File: src/rtl/ysyx_25050147_mc_ctrl.sv
// Multi-cycle sequencing controller for the NPC core: owns PC and IR, drives the
// imem/dmem request/response handshakes and walks each instruction FETCH..WB.
module ysyx_25050147_mc_ctrl #(
    parameter logic [31:0] RESET_PC       = 32'h8000_0000,
    parameter logic [7:0]  TIMEOUT_CYCLES = 8'd255
) (
    input  logic        clk,
    input  logic        rst_n,
    output logic        imem_req_valid,
    input  logic        imem_req_ready,
    output logic [31:0] imem_addr,
    input  logic        imem_rvalid,
    input  logic [31:0] imem_rdata,
    output logic        dmem_req_valid,
    input  logic        dmem_req_ready,
    output logic        dmem_wen,
    input  logic        dmem_rvalid,
    input  logic [4:0]  op_type,
    input  logic [4:0]  rd,
    input  logic [31:0] branch_target,
    input  logic [31:0] alu_result,
    input  logic        branch_taken,
    output logic [31:0] pc,
    output logic [31:0] inst,
    output logic        rf_we,
    output logic [1:0]  wb_sel,
    output logic        halt,
    output logic        fault,
    output logic [31:0] instret,
    output logic [2:0]  state
);

    typedef enum logic [2:0] {
        S_FETCH  = 3'd0,
        S_IWAIT  = 3'd1,
        S_DECODE = 3'd2,
        S_EXEC   = 3'd3,
        S_MEM    = 3'd4,
        S_DWAIT  = 3'd5,
        S_WB     = 3'd6,
        S_HALT   = 3'd7
    } state_e;

    localparam logic [4:0] OP_EBREAK = 5'd0;
    localparam logic [4:0] OP_JUMP   = 5'd1;
    localparam logic [4:0] OP_ELSE   = 5'd2;
    localparam logic [4:0] OP_STORE  = 5'd4;
    localparam logic [4:0] OP_LOAD   = 5'd8;
    localparam logic [4:0] OP_BRANCH = 5'd16;

    state_e      state_q, state_d;
    logic [31:0] pc_q, pc_d;
    logic [31:0] inst_q, inst_d;
    logic [31:0] instret_q, instret_d;
    logic [4:0]  op_q, op_d;
    logic [4:0]  rd_q, rd_d;
    logic [7:0]  wait_q, wait_d;
    logic        rf_we_q, rf_we_d;
    logic [1:0]  wb_sel_q, wb_sel_d;
    logic        dmem_wen_q, dmem_wen_d;
    logic        fault_q, fault_d;

    logic [8:0]  wait_inc;
    logic        timeout_hit;
    logic        waiting;

    assign wait_inc    = {1'b0, wait_q} + 9'd1;
    assign timeout_hit = (TIMEOUT_CYCLES != 8'd0) && (wait_inc == {1'b0, TIMEOUT_CYCLES});
    assign waiting     = (state_q == S_FETCH) || (state_q == S_IWAIT) ||
                         (state_q == S_MEM)   || (state_q == S_DWAIT);

    // Handshakes: a request is accepted on a cycle with valid & ready; valid and its
    // address/wen hold until then and drop the cycle after. Responses are only
    // honoured in IWAIT/DWAIT, i.e. no earlier than the cycle after acceptance.
    always_comb begin
        state_d   = state_q;
        pc_d      = pc_q;
        inst_d    = inst_q;
        instret_d = instret_q;
        op_d      = op_q;
        rd_d      = rd_q;
        fault_d   = fault_q;

        case (state_q)
            S_FETCH: begin
                if (imem_req_ready) begin
                    state_d = S_IWAIT;
                end else if (timeout_hit) begin
                    state_d = S_HALT;
                    fault_d = 1'b1;
                end
            end
            S_IWAIT: begin
                if (imem_rvalid) begin
                    inst_d  = imem_rdata;
                    state_d = S_DECODE;
                end else if (timeout_hit) begin
                    state_d = S_HALT;
                    fault_d = 1'b1;
                end
            end
            S_DECODE: state_d = S_EXEC;
            S_EXEC: begin
                op_d = op_type;
                rd_d = rd;
                case (op_type)
                    OP_EBREAK:                    state_d = S_HALT;
                    OP_LOAD, OP_STORE:            state_d = S_MEM;
                    OP_JUMP, OP_ELSE, OP_BRANCH:  state_d = S_WB;
                    default: begin
                        state_d = S_HALT;
                        fault_d = 1'b1;
                    end
                endcase
            end
            S_MEM: begin
                if (dmem_req_ready) begin
                    state_d = (op_q == OP_STORE) ? S_WB : S_DWAIT;
                end else if (timeout_hit) begin
                    state_d = S_HALT;
                    fault_d = 1'b1;
                end
            end
            S_DWAIT: begin
                if (dmem_rvalid) begin
                    state_d = S_WB;
                end else if (timeout_hit) begin
                    state_d = S_HALT;
                    fault_d = 1'b1;
                end
            end
            S_WB: begin
                if (op_q == OP_JUMP) begin
                    pc_d = alu_result & ~32'd1;
                end else if ((op_q == OP_BRANCH) && branch_taken) begin
                    pc_d = pc_q + branch_target;
                end else begin
                    pc_d = pc_q + 32'd4;
                end
                instret_d = instret_q + 32'd1;
                state_d   = S_FETCH;
            end
            S_HALT: state_d = S_HALT;
        endcase

        wait_d = wait_q;
        if (state_d != state_q) begin
            wait_d = 8'd0;
        end else if (waiting) begin
            wait_d = wait_inc[7:0];
        end

        // Write-back controls are decided on the edge into WB so they are plain flops.
        rf_we_d  = 1'b0;
        wb_sel_d = 2'd0;
        if (state_d == S_WB) begin
            rf_we_d  = ((op_d == OP_JUMP) || (op_d == OP_ELSE) || (op_d == OP_LOAD)) &&
                       (rd_d != 5'd0);
            wb_sel_d = (op_d == OP_JUMP) ? 2'd1 : ((op_d == OP_LOAD) ? 2'd2 : 2'd0);
        end
        dmem_wen_d = (state_d == S_MEM) && (op_d == OP_STORE);
    end

    always_ff @(posedge clk or negedge rst_n) begin
        if (!rst_n) begin
            state_q    <= S_FETCH;
            pc_q       <= RESET_PC;
            inst_q     <= 32'd0;
            instret_q  <= 32'd0;
            op_q       <= 5'd0;
            rd_q       <= 5'd0;
            wait_q     <= 8'd0;
            rf_we_q    <= 1'b0;
            wb_sel_q   <= 2'd0;
            dmem_wen_q <= 1'b0;
            fault_q    <= 1'b0;
        end else begin
            state_q    <= state_d;
            pc_q       <= pc_d;
            inst_q     <= inst_d;
            instret_q  <= instret_d;
            op_q       <= op_d;
            rd_q       <= rd_d;
            wait_q     <= wait_d;
            rf_we_q    <= rf_we_d;
            wb_sel_q   <= wb_sel_d;
            dmem_wen_q <= dmem_wen_d;
            fault_q    <= fault_d;
        end
    end

    assign imem_req_valid = (state_q == S_FETCH);
    assign dmem_req_valid = (state_q == S_MEM);
    assign halt           = (state_q == S_HALT);
    assign imem_addr      = pc_q;
    assign pc             = pc_q;
    assign inst           = inst_q;
    assign instret        = instret_q;
    assign rf_we          = rf_we_q;
    assign wb_sel         = wb_sel_q;
    assign dmem_wen       = dmem_wen_q;
    assign fault          = fault_q;
    assign state          = state_q;

endmodule

File: config.mk
export PLATFORM = sky130hd
export DESIGN_NAME = ysyx_25050147_mc_ctrl
export DESIGN_NICKNAME = d
export VERILOG_FILES = /design/src/rtl/ysyx_25050147_mc_ctrl.sv
export SDC_FILE = /design/constraint.sdc
export NUM_CORES = 1
export LEC_CHECK = 0
export BUFFER_PORTS_ARGS = -buffer_cell sky130_fd_sc_hd__buf_2
export CAP_MARGIN = 5
export CORE_UTILIZATION = 31
export DETAILED_ROUTE_END_ITERATION = 16
export SLEW_MARGIN = 20
export SYNTH_ARGS = -nofsm -noshare
export SYNTH_HDL_FRONTEND = slang
export SYNTH_SLANG_ARGS = --single-unit
File: constraint.sdc
create_clock -name clk -period 5.34 [get_ports clk]
set_input_delay 0.267 -clock clk [delete_from_list [all_inputs] [get_ports clk]]
set_output_delay 0.267 -clock clk [all_outputs]
set_load 0.02 [all_outputs]
### Word level (Yosys, flattened, before mapping)

Cells that the tools add are included.

* bits in registers: 122
* bits of input ports: 113
* output and inout bits: 139
* logic and storage cells: 86

* add/subtract/negate cells: 4
* equal/unequal tests: 28
* mux-type cells: 25
* reduce and logical (&&, ||, !) cells: 18

Operators by type and width (number)
* 2-to-1 mux 32 bit: 2
* adder 32 x 1 -> 32 bit, second input constant: 1
* adder 32 x 3 -> 32 bit, second input constant: 1
* adder 32 bit: 1
* one-hot mux 3 bit (8 select lines): 1
* equality test 3 bit, second input constant: 6
* 2-to-1 mux 8 bit: 2
* equality test 5 x 1 -> 1 bit, second input constant: 3
* equality test 5 x 3 -> 1 bit, second input constant: 3
* 2-to-1 mux 3 bit: 5
* equality test 5 x 2 -> 1 bit, second input constant: 2
* equality test 5 x 4 -> 1 bit, second input constant: 2
* equality test 5 bit, second input constant: 2
* 2-to-1 mux 5 bit: 2
* != test 2 bit, second input constant: 5
* nonzero test 5 bit: 2
* adder 8 x 1 -> 9 bit, second input constant: 1
* equality test 9 x 8 -> 1 bit, second input constant: 1
* 2-to-1 mux 2 bit: 4
* 2-to-1 mux 1 bit: 7
* equality test 3 x 2 -> 1 bit, second input constant: 2
* AND reduction 6 bit: 1
* OR reduction 6 bit: 1
* logical NOT 5 bit: 1
* 11 further kinds: 17

### Depth between registers and ports, before layout

Gate-level depths: netlist of the first run.

* depth after elaboration: 7
* mapped depth: 11
* gate-level depth less buffers: 11

### Worst setup path after synthesis of the first run

OpenSTA, ideal clock, no wires.

* path kind: reg-to-reg
* start: reg pc_q[11], in the netlist imem_addr[11]
* end: reg pc_q[30], in the netlist imem_addr[30]
* setup time: 0.094 ns
* arrival time: 2.587 ns
* required time: 5.246 ns
* slack: 2.659 ns
* stages on the path, launching flop included: 11
* period minus slack after synthesis: 2.681 ns
* cell sequence: dfrtp_1 ha_1 a21o_1 a211oi_2 o22ai_1 a211oi_2 a21oi_2 a32oi_1 a31oi_2 xnor2_1 a221oi_2

* word-level cells in the longest chain between the ends: 3
* elaborated cells on any way between the ends: 4
* those cells by class: add/sub (2); mux (2)

Ends and longest elaborated chain
* from (decl): line 52 `logic [31:0] pc_q, pc_d;`
* from (signal assigned): line 179 `pc_q <= pc_d;`
* adder 32 x 3 -> 32 bit / adder 32 bit (equally long branches): line 138, 136
* 2-to-1 mux 32 bit *: line 135 `end else if ((op_q == OP_BRANCH) && branch_taken) begin`
* 2-to-1 mux 32 bit *: line 133 `if (op_q == OP_JUMP) begin`

Mark *: on every way between the ends. The rest lies on a longest branch, timed or not.
A chain may end at the register's enable or synchronous reset.

### Worst setup path after layout of the first run

* start: reg pc_q[0], in the netlist imem_addr[0]
* end: reg pc_q[30], in the netlist imem_addr[30]

Same word-level chain as after synthesis.

==> impl_metrics.json, run 1 <==
{
  "yosysSeqAreaShare_pct": 37.8,
  "numCtsBuffers": 17,
  "cap_violations": 0,
  "htreeDepth": 4,
  "drc": 0,
  "yosys_warnings": 0,
  "areaGrowthSynthToFinish_pct": 24.5,
  "start_util_pct": 31.8,
  "p_leak_nw": 4.79,
  "antenna_found_initial": 6,
  "std_cell_rows": 58,
  "nFillCells": 2552,
  "worstSetupEndpointType": "flop",
  "tightest_slew_ns": 0.943,
  "grt_pass1_vias": 6952,
  "hpwl_um": 18000,
  "slew_viol_final": 0,
  "rsz0062_at_grt": "no",
  "start_kind": "flop",
  "netlist.area_leader.share_pct": 37.5,
  "grt_max_degree": 71,
  "synth_top_area_cell": "dfrtp_1",
  "p_total_mw": 5.64,
  "min_period_over_period_pct": 59.5,
  "cts.sinks": 122,
  "drt_iter0_drc": 469,
  "gp_congestion": 0.877,
  "finalSetupViolCount": 0,
  "layout_min_cycle_time_ns": 3.18,
  "fin_nets": 1236,
  "yosys.cell_types.count": 78,
  "timing.fmax_ghz": 0.315,
  "synth-edff-count": 0,
  "antenna_left": 0,
  "outcome": "completed",
  "syn_nets": 1022,
  "worstPathRequired_ns": 5.66,
  "path_clk_slew_ns": 0.06,
  "dr_wl_met2_um": 11300,
  "synthTopCellsByArea": "dfrtp_1 37%, mux2_2 5.6%, ha_1 5.4%",
  "die_area_sq_um": 26700,
  "synth_flop_cell": "dfrtp_1",
  "syn_avg_cell_area_sq_um": 9.25,
  "async_flop_share_pct": 100,
  "highest_layer": "met5",
  "timing.slew.headroom_pct": 37.1,
  "grt_pass1_wl_um": 37300,
  "wl_met1_um": 10800,
  "crit_type": "flop to flop",
  "grt_usage_pct": 18.0,
  "vias": 7500,
  "core_sq_um": 25400,
  "worst-path-max-fanout": 4,
  "firstDrtPassIters": 4,
  "wl_per_cell_um": 17.0,
  "tns_ns": 0,
  "arrival_ns": 3.50,
  "die_w_um": 163,
  "hold_class": "primary input to flop",
  "ys_ff_latch": 122,
  "cts_tree": "done",
  "cts-resized-gates": 0,
  "drt_wl_total_um": 24300,
  "netlist_instances": 873,
  "p_per_area_nw_per_um2": 561,
  "drive_gt1_share_pct": 33.2,
  "via_per_inst": 5.24,
  "num_io_pins": 252,
  "wl_met3_um": 1640,
  "clock_latency_ns": 0.41,
  "portBuffers": 250,
  "finClkSkew_ns": 0.0116,
  "die_height_um": 163,
  "cts_max_path_buffers": 2,
  "ir_drop_v": 0.000272,
  "grt-ovfl-total": 0,
  "root_buffer": "clkbuf_16",
  "hold_viol": 0,
  "synthesis.area_sq_um": 8080
}
==> sequential cells by signal, summed over array words and instances (netlist names) <==
| register | flops |
|---|---|
| dmem_wen | 1 |
| fault | 1 |
| imem_addr | 32 |
| inst | 32 |
| instret | 32 |
| op_q | 5 |
| rd_q | 5 |
| rf_we | 1 |
| state | 3 |
| wait_q | 8 |
| wb_sel | 2 |
==> cells in the mapped netlist (5+ instances only) <==
cell      number
mux2i_1        5
o21ai_0       52
and3_1        19
dfrtp_1      121
nand2_1       78
mux2_2        40
o22ai_1       11
buf_4         32
a211oi_1       5
ha_1          35
nor2_1        73
nand2b_1       6
buf_2         10
nand3_1       34
nand4_1       17
o221ai_1      10
a21o_1        20
a31oi_1        5
xor2_1        25
nor3_1        16
clkbuf_1      19
o21ai_1        7
a221oi_1       5
inv_1         21
a21oi_1       60
xnor2_1       46
or3_1          7
==> per-stage QoR <==
step                      setup slack, ns  area (sq um)  std cells  utilization (%)  hold WS, ns
final                                2.16         10100       1432             39.6       0.0873
after global routing                 2.02         10000       1430             39.6       0.0704
after CTS                            2.21         10000       1430             39.5       0.0658
after detailed placement             2.23          9450       1397             37.2        0.392
after global placement               2.29          9450       1397             37.2        0.382
after floorplan                      2.66          8080        873                -      -0.0286
==> kinds of logic (layout without fill, tap and decap cells) <==
logic type               Yosys count  count (layout)  share of synthesized area, %
multiplexers                      45              45                          6.20
adder cells (fa/ha/maj)           37              37                          5.79
other                              0               2                             0
AND/OR/NAND/NOR                  284             284                          17.4
flip-flops                       122             122                          37.8
XOR/XNOR                          71              71                          7.70
buffers and inverters             84             311                          5.55
AO/OA/AOI/OAI                    230             230                          19.6
==> final timing paths <==
check                                               from                   endpoint  slack, ns  depth (start not counted)
worst min register to register   instret[31]$_DFFE_PN0P_    instret[31]$_DFFE_PN0P_       0.47                          1
worst max register to register  imem_addr[0]$_DFFE_PN0P_  imem_addr[30]$_DFFE_PN0P_       2.16                         11
worst max-delay path            imem_addr[0]$_DFFE_PN0P_  imem_addr[30]$_DFFE_PN0P_       2.16                         11
max in group asynchronous                          rst_n     instret[3]$_DFFE_PN0P_       3.46                          3
worst min-delay path                      imem_rdata[24]       inst[24]$_DFFE_PN0P_       0.09                          2
min in group asynchronous                          rst_n    instret[16]$_DFFE_PN0P_       0.48                          2
==> final cells by class <==
class	instances	area (sq um)	area share [%]
multi-input cells	667	4600	45.8
diodes	2	5.00	0.0498
inverters	21	78.8	0.784
repair buffers	258	1320	13.1
flip-flops and latches	122	3050	30.4
well taps	330	413	4.11
clock buffers	19	443	4.41
clock inverters	13	143	1.42
==> what timing repair did <==
action / CTS / global route
buffers inserted: 0 / 0
hold buffers: 1 / 0
hold endpoints to repair: 51 / 0
==> metal layers <==
metal / vias to the layer above / GRT usage [%]
li1: 3587 / -
met1: 3565 / 22.9
met2: 297 / 29.6
met3: 41 / 4.34
met4: 10 / 6.37
met5: - / 0
==> worst max-delay path, cell delays in order (launching register included) <==
cell and delay [ns]:
dfrtp_1 0.44, ha_1 0.27, fa_1 0.44, a21oi_1 0.18
nand4b_1 0.24, a2111oi_4 0.11, a211oi_2 0.32, a21oi_2 0.13
a32oi_1 0.41, a31oi_2 0.18, xnor2_1 0.16, a221oi_2 0.21
==> power by group <==
part | switching, mW | internal (mW) | leakage, nW
registers | 0.376 | 1.22 | 1.54
logic | 1.77 | 1.12 | 2.96
clock network | 0.446 | 0.703 | 0.284
total | 2.59 | 3.05 | 4.79
==> placed cells by master, fill, tap and decap left out, drive strengths merged, types with 8 or more instances in the layout <==
master  synthesis  routed
xnor2          46      46
a21oi          63      63
o221ai         10      10
a221oi          8       8
nor2           74      74
a211oi          8       8
ha             35      35
nand4          17      17
inv            21      24
dfrtp         121     121
nor3           17      17
and3           20      20
or3             8       8
a21o           20      20
o22ai          11      11
o21ai          60      60
nand2          79      79
buf            44     257
clkbuf         19      19
nand3          36      36
xor2           25      25
mux2           40      40
Note: power is estimated with default switching activity, not from simulation.
==> run 2: changes to the inputs <==
--- a/config.mk
+++ b/config.mk
@@ -5,6 +5,7 @@
 export SDC_FILE = /design/constraint.sdc
 export NUM_CORES = 1
 export LEC_CHECK = 0
+export ABC_AREA = 1
 export BUFFER_PORTS_ARGS = -buffer_cell sky130_fd_sc_hd__buf_2
 export CAP_MARGIN = 5
 export CORE_UTILIZATION = 31
==> constraint.sdc (replaced) <==
create_clock -name clk -period 3.3 [get_ports clk]
set_input_delay 0.165 -clock clk [delete_from_list [all_inputs] [get_ports clk]]
set_output_delay 0.165 -clock clk [all_outputs]
set_load 0.02 [all_outputs]
==> impl_metrics.json, run 2 <==
{
  "syn_avg_cell_area_sq_um": 7.22,
  "tns_ns": 0,
  "hold_class": "primary input to flop",
  "antenna_left": 0,
  "p_total_mw": 3.84,
  "grt_max_degree": 50,
  "drt_iter0_drc": 774,
  "ir_drop_v": 0.000311,
  "p_per_area_nw_per_um2": 334,
  "drt_wl_total_um": 31600,
  "cap_violations": 0,
  "p_leak_nw": 6.19,
  "hold_viol": 0,
  "path_clk_slew_ns": 0.07,
  "synth.most_common_cell": "nand2_1",
  "htreeDepth": 4,
  "start_util_pct": 31.9,
  "areaGrowthSynthToFinish_pct": 28.4,
  "cts.sinks": 122,
  "clock_latency_ns": 0.42,
  "cpPeakStageDelay_ns": 0.41,
  "drive_gt1_share_pct": 24.4,
  "crit_top_cell": "nand2_1",
  "start_kind": "flop",
  "yosysSeqAreaShare_pct": 34.1,
  "cts_tree": "done",
  "synthesis.area_sq_um": 8960,
  "tightest_slew_ns": 0.627,
  "portBuffers": 250,
  "arrival_ns": 2.95,
  "async_flop_share_pct": 100,
  "worst-path-max-fanout": 4,
  "slew_viol_final": 0,
  "crit_type": "flop to flop",
  "ys_ff_latch": 122,
  "synthTopCellsByArea": "dfrtp_1 34%, nand2_1 11%, inv_1 7.2%",
  "numCtsBuffers": 17,
  "via_per_inst": 4.91,
  "finClkSkew_ns": 0.0150,
  "synth_common_cells": "269 x nand2_1, 171 x inv_1, 133 x nor2_1, 121 x dfrtp_1, 85 x o21ai_0",
  "outcome": "completed",
  "firstDrtPassIters": 7,
  "die_area_sq_um": 29600,
  "finalSetupViolCount": 0,
  "die_height_um": 172,
  "gp_congestion": 1.03,
  "final_common_cell": "nand2_1",
  "grt-ovfl-total": 0,
  "cts_max_path_buffers": 2,
  "yosys.cell_types.count": 51,
  "worstPathRequired_ns": 3.60,
  "crit_path_cell_trace": "ha_1, fa_1, nand3_1, nand3_1, a21oi_1, o21ai_0, nand2_1, nand2_1, nand2_1, nand3_1, nand3_1, nand2_1, nand2_1, nand2_1",
  "cpMaxStageDelayCell": "dfrtp_1",
  "crit_buf_inv": 0,
  "root_buffer": "clkbuf_16",
  "std_cell_rows": 61,
  "syn_nets": 1391,
  "drc": 0,
  "vias": 9376,
  "die_w_um": 172,
  "crit_family": "simple AND/OR/NAND/NOR gates",
  "grt_usage_pct": 21.8,
  "layout_min_cycle_time_ns": 2.65,
  "grt_pass1_vias": 9145,
  "antenna_cells": 0,
  "cts-resized-gates": 0,
  "wl_per_cell_um": 16.6,
  "num_io_pins": 252,
  "synth-edff-count": 0,
  "hpwl_um": 24600,
  "final_cell_mix": "269 x nand2_1, 249 x buf_2, 171 x inv_1, 133 x nor2_1, 121 x dfrtp_1",
  "synth_flop_cell": "dfrtp_1",
  "netlist_instances": 1242,
  "netlist.area_leader.share_pct": 33.8,
  "timing.slew.headroom_pct": 57.8,
  "synth_top_area_cell": "dfrtp_1",
  "core_sq_um": 28100,
  "grt_pass1_wl_um": 48800,
  "min_period_over_period_pct": 80.2,
  "r2r_setup_slack_ns": 0.65,
  "yosys_warnings": 0,
  "timing.fmax_ghz": 0.378,
  "worstSetupEndpointType": "flop",
  "fin_nets": 1666,
  "rsz0062_at_grt": "no",
  "antenna_found_initial": 1
}
[run 2: changes by cell type after synthesis, moves of 12 or more]
cell,before,now
o21ai_0,52,85
a21o_1,20,3
and3_1,19,1
nand2_1,78,269
or2_2,3,15
nor3_1,16,33
inv_1,21,171
nand3_1,34,81
nand4_1,17,32
xnor2_1,46,19
nor2_1,73,133
[run 2: final timing paths]
check	cells after the start	endpoint	startpoint
max in group asynchronous	3	instret[21]$_DFFE_PN0P_	rst_n
min	3	rd_q[0]$_DFF_PN0_	rd[0]
min in group asynchronous	2	inst[24]$_DFFE_PN0P_	rst_n
max reg2reg	14	imem_addr[30]$_DFFE_PN0P_	imem_addr[0]$_DFFE_PN0P_
min reg2reg	1	instret[31]$_DFFE_PN0P_	instret[31]$_DFFE_PN0P_
max	14	imem_addr[30]$_DFFE_PN0P_	imem_addr[0]$_DFFE_PN0P_
[run 2: routing by layer]
layer  vias up  GRT usage (%)  wire length [um]
met1      4322           27.0             13200
li1       4594              -                 -
met5         -              0                13
met2       406           37.2             15000
met4         2           7.12               719
met3        52           4.76              2670
[run 2: per-stage QoR]
step           instances  hold slack, ns  util, %  setup slack (ns)  instance area [sq um]
2_1_floorplan       1242          -0.131        -             0.995                   8960
3_5_place_dp        1840           0.207     37.6             0.686                  10600
4_1_cts             1907         0.00200     40.9             0.645                  11500
5_1_grt             1908         0.00217     41.0             0.423                  11500
3_3_place_gp        1840           0.206     37.6             0.712                  10600
6_report            1908          0.0122     41.0             0.655                  11500
[run 2: kinds of logic after synthesis]
kind of cell | share of synthesized area, %
AND/OR/NAND/NOR | 29.8
adder cells (fa/ha/maj) | 5.11
flip-flops | 34.1
multiplexers | 4.02
AO/OA/AOI/OAI | 11.4
buffers and inverters | 11.0
XOR/XNOR | 4.69
[run 2: area by class of cell]
cell class	count	area, sq um
repair buffers	309	1800
well taps	378	473
fillers	2980	16600
clock buffers	18	439
flip-flops and latches	122	3050
inverters	175	657
multi-input cells	892	4930
clock inverters	14	158
[run 2: what timing repair did]
| action | 4_1_cts | 5_1_grt |
|---|---|---|
| hold buffers | 35 | 1 |
| buffers inserted | 0 | 0 |
| hold endpoints to repair | 76 | 1 |
[run 2: power by group]
part / internal [mW] / total, mW / switching (mW)
sequential: 1.50 / 1.50 / 0
combinational: 0.163 / 0.401 / 0.238
clock: 1.15 / 1.95 / 0.794
[run 2: worst register-to-register path: stages (launching register included)]
cell and delay, ns:
dfrtp_1 0.41, ha_1 0.24, fa_1 0.41, nand3_1 0.09, nand3_1 0.13, a21oi_1 0.28
o21ai_0 0.24, nand2_1 0.14, nand2_1 0.10, nand2_1 0.15, nand3_1 0.09, nand3_1 0.11
nand2_1 0.06, nand2_1 0.05, nand2_1 0.04
==> run 3: changes to the inputs <==
==> constraint.sdc (replaced) <==
create_clock -name clk -period 2.2 [get_ports clk]
set_input_delay 0.11 -clock clk [delete_from_list [all_inputs] [get_ports clk]]
set_output_delay 0.11 -clock clk [all_outputs]
set_load 0.02 [all_outputs]
==> impl_metrics.json, run 3 (synthesis results as in run 2) <==
{
  "outcome": "completed",
  "grt_pass1_vias": 9919,
  "cts_max_path_buffers": 2,
  "use_met1_pct": 29.1,
  "hold_class": "primary input to flop",
  "core_sq_um": 28100,
  "timing.fmax_ghz": 0.465,
  "portBuffers": 250,
  "timing.final.ws_setup_ns": 0.0474,
  "grt_pass1_wl_um": 52200,
  "cts_tree": "done",
  "drt_iter0_drc": 652,
  "timing.slew.headroom_pct": 48.8,
  "vias": 9990,
  "p_per_area_nw_per_um2": 482,
  "drive_gt1_share_pct": 35.7,
  "grt_max_degree": 47,
  "min_period_over_period_pct": 97.8,
  "hold_viol": 0,
  "drt_wl_total_um": 34300,
  "final_common_cell": "nand2_1",
  "use_met2_pct": 39.9,
  "root_buffer": "clkbuf_16",
  "gp_congestion": 0.993,
  "die_height_um": 172,
  "antenna_left": 0,
  "grt_util_met3_pct": 3.89,
  "ir_drop_v": 0.000423,
  "hpwl_um": 26600,
  "std_cell_rows": 61,
  "timing.hold.ws_ns": 0.0187,
  "arrival_ns": 2.46,
  "place_ws_ns": -0.165,
  "worstPathRequired_ns": 2.50,
  "layout_min_cycle_time_ns": 2.15,
  "htreeDepth": 4,
  "via_per_inst": 4.92,
  "cap_violations": 0,
  "antenna_cells": 0,
  "busiest_layer": "met2",
  "fin_nets": 1789,
  "num_io_pins": 252,
  "finalSetupViolCount": 0,
  "die_area_sq_um": 29600,
  "clock_latency_ns": 0.42,
  "path_clk_slew_ns": 0.07,
  "crit_type": "flop to flop",
  "rsz0062_at_grt": "yes",
  "worstSetupEndpointType": "flop",
  "slew_viol_final": 0,
  "die_w_um": 172,
  "start_util_pct": 31.9,
  "tightest_slew_ns": 0.768,
  "grt-ovfl-total": 0,
  "tns_ns": 0,
  "finalCoreUtilization_pct": 46.6,
  "areaGrowthSynthToFinish_pct": 45.9,
  "p_leak_nw": 6.84,
  "start_kind": "flop",
  "drc": 0,
  "grt_usage_pct": 23.4,
  "numCtsBuffers": 17,
  "firstDrtPassIters": 5,
  "antenna_found_initial": 1,
  "cts.sinks": 122,
  "wl_per_cell_um": 16.9,
  "worst-path-max-fanout": 3,
  "finClkSkew_ns": 0.0193,
  "p_total_mw": 6.30,
  "final_cell_mix": "252 x nand2_1, 249 x buf_2, 167 x inv_1, 132 x buf_4, 117 x nor2_1"
}
-- run 3: changes by cell type in the layout (fill, tap and decap cells not counted), sizes merged --
cell	change
buf	+114
dlygate4sd3	+9
clkinv	-4
bufinv	+3
inv	+1
-- run 3: worst paths after layout --
path                       cells past startpoint                   endpoint                startpoint  slack, ns
min                                            3   imem_addr[7]$_DFFE_PN0P_             alu_result[7]       0.02
max in group asynchronous                      3       inst[28]$_DFFE_PN0P_                     rst_n       1.12
min in group asynchronous                      2       inst[15]$_DFFE_PN0P_                     rst_n       0.33
max reg2reg                                   13  imem_addr[26]$_DFFE_PN0P_  imem_addr[0]$_DFFE_PN0P_       0.05
max                                           13  imem_addr[26]$_DFFE_PN0P_  imem_addr[0]$_DFFE_PN0P_       0.05
min reg2reg                                    2          rd_q[2]$_DFF_PN0_         rd_q[2]$_DFF_PN0_       0.47
-- run 3: area by class of cell --
| cell class | count | area [sq um] |
|---|---|---|
| multi-input cells | 892 | 5460 |
| inverters | 175 | 659 |
| well taps | 378 | 473 |
| clock inverters | 14 | 230 |
| flip-flops and latches | 122 | 3060 |
| clock buffers | 18 | 429 |
| repair buffers | 432 | 2770 |
| fillers | 2861 | 15000 |
-- run 3: metrics by stage --
stage | std cells | instance area, sq um
2_1_floorplan | 1242 | 8970
3_3_place_gp | 1942 | 11300
3_5_place_dp | 1942 | 11300
4_1_cts | 2021 | 12500
5_1_grt | 2031 | 13100
6_report | 2031 | 13100
-- run 3: what timing repair did --
| item | 4_1_cts | 5_1_grt |
|---|---|---|
| buffers inserted | 2 | 11 |
| resized for setup | 11 | 138 |
| setup endpoints to repair | 22 | 38 |
| hold buffers | 45 | 0 |
| pin swaps | 1 | 29 |
| endpoints found under the hold margin | 85 | 0 |
-- run 3: routing by layer --
metal	vias up	share of wire, %
li1	4852	-
met1	4649	42
met2	420	47
met3	67	7.2
met4	2	3.1
met5	-	0.038
-- run 3: power breakdown --
| part | switching (mW) | total [mW] | internal, mW |
|---|---|---|---|
| clock network | 1.24 | 3.29 | 2.05 |
| logic | 0.415 | 0.771 | 0.356 |
| registers | 0 | 2.24 | 2.24 |
-- run 3: worst max-delay path, stage by stage (launching register included) --
cell and delay, ns:
dfrtp_2 0.42, ha_4 0.17, fa_2 0.40, nand3_2 0.10, nand3_4 0.10, a21oi_4 0.19
o21ai_4 0.10, buf_6 0.13, nand4_1 0.08, nand2_1 0.06, nand2_1 0.07, nand3_2 0.07
nand3b_1 0.09, o21ai_1 0.06
